`src/rtl/pe_tilde.sv`:
```
// pe_tilde: twiddle-free NTT butterfly processing element.
// Computes top = (a + b) mod q and bot = (a - b) mod q with a two-stage,
// free-running pipeline. The modulus is registered alongside its operands
// so a change of q only affects the pair sampled in the same cycle.
module pe_tilde #(
  parameter int DATA_SIZE_ARB = 16
) (
  input  logic                     clk,
  input  logic                     reset,
  input  logic [DATA_SIZE_ARB-1:0] q,
  input  logic [DATA_SIZE_ARB-1:0] data_top_i,
  input  logic [DATA_SIZE_ARB-1:0] data_bot_i,
  output logic [DATA_SIZE_ARB-1:0] ntt_top_o,
  output logic [DATA_SIZE_ARB-1:0] ntt_bot_o
);

  localparam int W = DATA_SIZE_ARB;

  logic [W-1:0] a_r;
  logic [W-1:0] b_r;
  logic [W-1:0] q_r;

  // One extra bit so the sum carry and the difference borrow are kept.
  logic [W:0]   sum_s;
  logic [W:0]   diff_s;
  logic [W-1:0] top_next_s;
  logic [W-1:0] bot_next_s;

  // Stage 1: capture operands and their modulus together.
  always_ff @(posedge clk) begin
    if (reset) begin
      a_r <= {W{1'b0}};
      b_r <= {W{1'b0}};
      q_r <= {W{1'b0}};
    end else begin
      a_r <= data_top_i;
      b_r <= data_bot_i;
      q_r <= q;
    end
  end

  // Stage 2 datapath: conditional subtract on the sum, conditional add on the difference.
  always_comb begin
    sum_s      = {1'b0, a_r} + {1'b0, b_r};
    diff_s     = {1'b0, a_r} - {1'b0, b_r};
    top_next_s = sum_s[W-1:0];
    bot_next_s = diff_s[W-1:0];

    // The sum reaches at most 2q-2, so a single subtraction reduces it.
    if (sum_s >= {1'b0, q_r}) begin
      top_next_s = sum_s[W-1:0] - q_r;
    end else begin
      top_next_s = sum_s[W-1:0];
    end

    // The borrow bit is set exactly when a_r < b_r; adding q folds the
    // negative difference back into [0, q) modulo 2^W.
    if (diff_s[W]) begin
      bot_next_s = diff_s[W-1:0] + q_r;
    end else begin
      bot_next_s = diff_s[W-1:0];
    end
  end

  // Stage 2: output register, no combinational path from inputs.
  always_ff @(posedge clk) begin
    if (reset) begin
      ntt_top_o <= {W{1'b0}};
      ntt_bot_o <= {W{1'b0}};
    end else begin
      ntt_top_o <= top_next_s;
      ntt_bot_o <= bot_next_s;
    end
  end

endmodule

```
`config.mk`:
```
export PLATFORM = sky130hd
export DESIGN_NAME = pe_tilde
export DESIGN_NICKNAME = d
export VERILOG_FILES = /design/src/rtl/pe_tilde.sv
export SDC_FILE = /design/constraint.sdc
export NUM_CORES = 1
export LEC_CHECK = 0
export ABC_AREA = 0
export BUFFER_PORTS_ARGS = -buffer_cell sky130_fd_sc_hd__buf_4
export CORE_ASPECT_RATIO = 1.25
export CORE_MARGIN = 1
export CORE_UTILIZATION = 38
export DETAILED_ROUTE_END_ITERATION = 7
export GPL_ROUTABILITY_DRIVEN = 0
export PLACE_DENSITY = 0.56
export SLEW_MARGIN = 30
export SYNTH_ARGS = -nofsm -noshare
export SYNTH_HDL_FRONTEND = slang
export SYNTH_SLANG_ARGS = --single-unit
export TNS_END_PERCENT = 100
```
`constraint.sdc`:
```
create_clock -name clk -period 5.1 [get_ports clk]
set_input_delay 1.275 -clock clk [delete_from_list [all_inputs] [get_ports clk]]
set_output_delay 1.275 -clock clk [all_outputs]
set_load 0.03 [all_outputs]
```
==> results.yml <==
run_status:
  status: "completed"
synthesis:
  syn_nets: 772
  ys_warn_count: 0
  seq_area_frac_synth_pct: 28.51
  synth_top_cells_by_area: "dfxtp_1, ha_1, nor2b_1, xnor2_1, a21oi_1"
  yosysTopAreaCell: "dfxtp_1"
  synth_area_sq_um: 5617
  synth_cell_types: 66
  synth_ff_type: "dfxtp_1"
  syn_area_per_cell_sq_um: 8.575
  syn_inst: 655
  synthArstFlopShare_pct: 0
  yosysTopAreaCellShare_pct: 28.51
  synth_edf_count: 0
  yosys_register_bits: 80
cells_and_area:
  antennaDiodeCount: 0
  final_layout_size_suffix_gt1_share_pct: 18.29
  syn2layout_area_growth_pct: 18.96
  final_nets: 839
  nFillCells: 1397
  layout_commonest_cell: "buf_4"
  most-common-layout-cells: "buf_4, dfxtp_1, ha_1"
clock_network:
  path_clk_slew_ns: 0.06
  cts_sinks: 80
  cts_inserted_buffers: 9
  cts_root_buf: "clkbuf_16"
  cts_tree: "yes"
  cts_setup_buffers: 0
  insertion_delay_ns: 0.34
  h-tree-depth: 3
  post_cts_resized: 0
  ctsHoldBuffers: 0
  clockBufferDepth: 2
timing:
  slew_violations: 0
  finalSetupViolations: 0
  maxSlewHeadroom_pct: 45.64
  max_freq_mhz: 224.2
  finalClockSkew_ns: 0.003303
  period_share_pct: 87.45
  fin_crit_ns: 4.460
  rsz0062_at_grt: "no"
  worst_pin_slew_ns: 0.8154
  finalSetupTns_ns: 0
  final_hold_viol_count: 0
power_and_ir_drop:
  p_per_area_nw_per_um2: 390.3
  p_switching_w: 0.0009364
  p_seq_share_pct: 28.6
  clkPwrFrac_pct: 29.1
  p_leak_nw: 3.013
  p_int_w: 0.001671
  finalPower_w: 0.002608
  vdd_drop_max_mv: 0.1952
  switching_share_pct: 35.91
  combinationalPowerShare_pct: 42.4
worst_setup_path:
  path_max_fanout: 6
  crit_chain: "inv_1 > ha_1 > inv_1 > fa_1 > a211oi_2 > o21ai_0 > a21oi_1 > o21ai_0 > a21oi_1 > xnor2_1 > ha_1 > and2_1 > a311o_1 > or3_1 > o2111ai_2 > a21oi_1 > nor4b_1 > o21ai_1 > o31ai_1"
  cpMaxStageDelayCell: "fa_1"
  path_delay_family: "compound AO/OA/AOI/OAI gates"
  crit_type: "flop to flop"
  max_stage_delay_ns: 0.44
  cp.required_ns: 5.35
  cp_common_cell: "a21oi_1"
  cp.arrival_ns: 4.71
  worstSetupEndpointType: "flop"
  r2r-start: "a_r[0]"
  r2r_slack_ns: 0.64
  crit_start: "a_r[0]"
  regToRegEndpoint: "ntt_bot_o[15]"
  cp-start-kind: "flop"
  worstRegToRegCells: 19
  crit_buf_inv: 2
global_route:
  grt_max_degree: 78
  antenna_found_initial: 0
  grt_pass1_vias: 4546
  grt_first_pass_wirelength_mm: 21.33
  top_usage_layer: "met2"
  grtUsageMet2_pct: 29.68
  track_usage_pct: 17.48
  use_met1_pct: 21.62
  met3_usage_pct: 2.491
  grt_overflow: 0
route:
  vias: 4730
  dr.pass1.iters: 4
  post-route-drc-count: 0
  via_per_inst: 5.227
  final_antenna_net_count: 0
  drt_wl_total_mm: 13.19
  drtIter0Drc: 258
  routedWlPerCell_um: 14.58
floorplanning:
  initial_core_util_pct: 38.98
  row_count: 49
  chipWidth_um: 110.7
  core_sq_um: 14410
  fp.dieH_um: 137.9
  dieArea_sq_um: 15270
  ios: 82
hold_path:
  whs_path_depth: 3
  holdPathEnd: "ntt_bot_o[0]"
  min_from: "q_r[0]"
  hold_class: "flop to flop"
placed_design:
  port_buffers: 81
  place_hpwl_mm: 10.51
run:
  drv_cap: 0
state kept, by name, summed over array words and instances, names as in the netlist:
name       count
a_r           16
ntt_bot_o     16
q_r           16
ntt_top_o     16
b_r           16
layout make-up:
type                    count  area [sq um]  share of cell area [%]
multi-input cells         490          3654                   54.68
inverters                  57         214.0                   3.202
flip-flops and latches     80          1602                   23.97
clock buffers              11         252.7                   3.783
clock inverters             5         102.6                   1.536
repair buffers             84         634.4                   9.494
well taps                 178         222.7                   3.333
cell usage after synthesis (all sizes together), types with 11 or more instances:
library cell,instances
dfxtp,80
clkbuf,13
a211oi,11
ha,63
nor2b,58
a21o,11
buf,15
a21oi,55
nand3,14
xnor2,32
o21ai,37
inv,57
nor2,44
nor3,19
mux2i,14
nand2,19
power groups by stage:
stage / Combinational (W) / Clock [W] / Sequential (W)
floorplan: 0.000677 / 0 / 0.000894
global placement: 0.00109 / 0 / 0.000759
detailed placement: 0.00110 / 0 / 0.000761
CTS: 0.00111 / 0.000778 / 0.000747
global route: 0.00121 / 0.000799 / 0.000754
finish: 0.00110 / 0.000758 / 0.000745
layer usage:
layer	vias to the layer above	routed length, um	share of wire, %
met3	25	489	3.7
met4	0	401	3.0
li1	2416	-	-
met2	103	6252	47
met5	-	0	0
met1	2186	6048	46
worst register-to-register path: cells and delay by family, from the launching register on:
family                     cells  cell delay, ns
AOI/OAI and AO/OA             10            1.83
and+or+nand+nor                3            0.97
adders and majority gates      3            0.95
DFF                            1            0.31
xor gates and xnor gates       1            0.20
buffers and inverters          2            0.10
worst max-delay path by stage:
stage,endpoint,slack [ns],depth (start not counted)
finish,ntt_bot_o[15],0.64,19
global route,ntt_top_o[7],0.20,16
CTS,ntt_top_o[7],0.65,16
detailed placement,ntt_top_o[7],0.70,15
global placement,ntt_bot_o[15],0.73,18
floorplan,ntt_bot_o[15],1.22,18
cells by family after synthesis:
kind of cell / count (synthesis) / share of synthesized area, %
xor+xnor: 42 / 6.549
simple gates: 204 / 19.78
fa+ha+maj: 67 / 15.46
buf+inv: 85 / 6.683
mux: 14 / 2.495
compound gates: 163 / 20.52
flops: 80 / 28.51
through the flow:
step | util (%) | cell area [sq um] | hold WS, ns | setup slack [ns] | std cells
global placement | 43.83 | 6315 | 0.6270 | 0.7270 | 888
detailed placement | 43.91 | 6326 | 0.6351 | 0.7026 | 889
finish | 46.37 | 6681 | 0.6403 | 0.6400 | 905
floorplan | - | 5617 | 0.5835 | 1.222 | 655
global route | 46.37 | 6681 | 0.7118 | 0.2009 | 905
CTS | 46.37 | 6681 | 0.6496 | 0.6479 | 905
No activity file was read; power rests on OpenSTA's default activity.
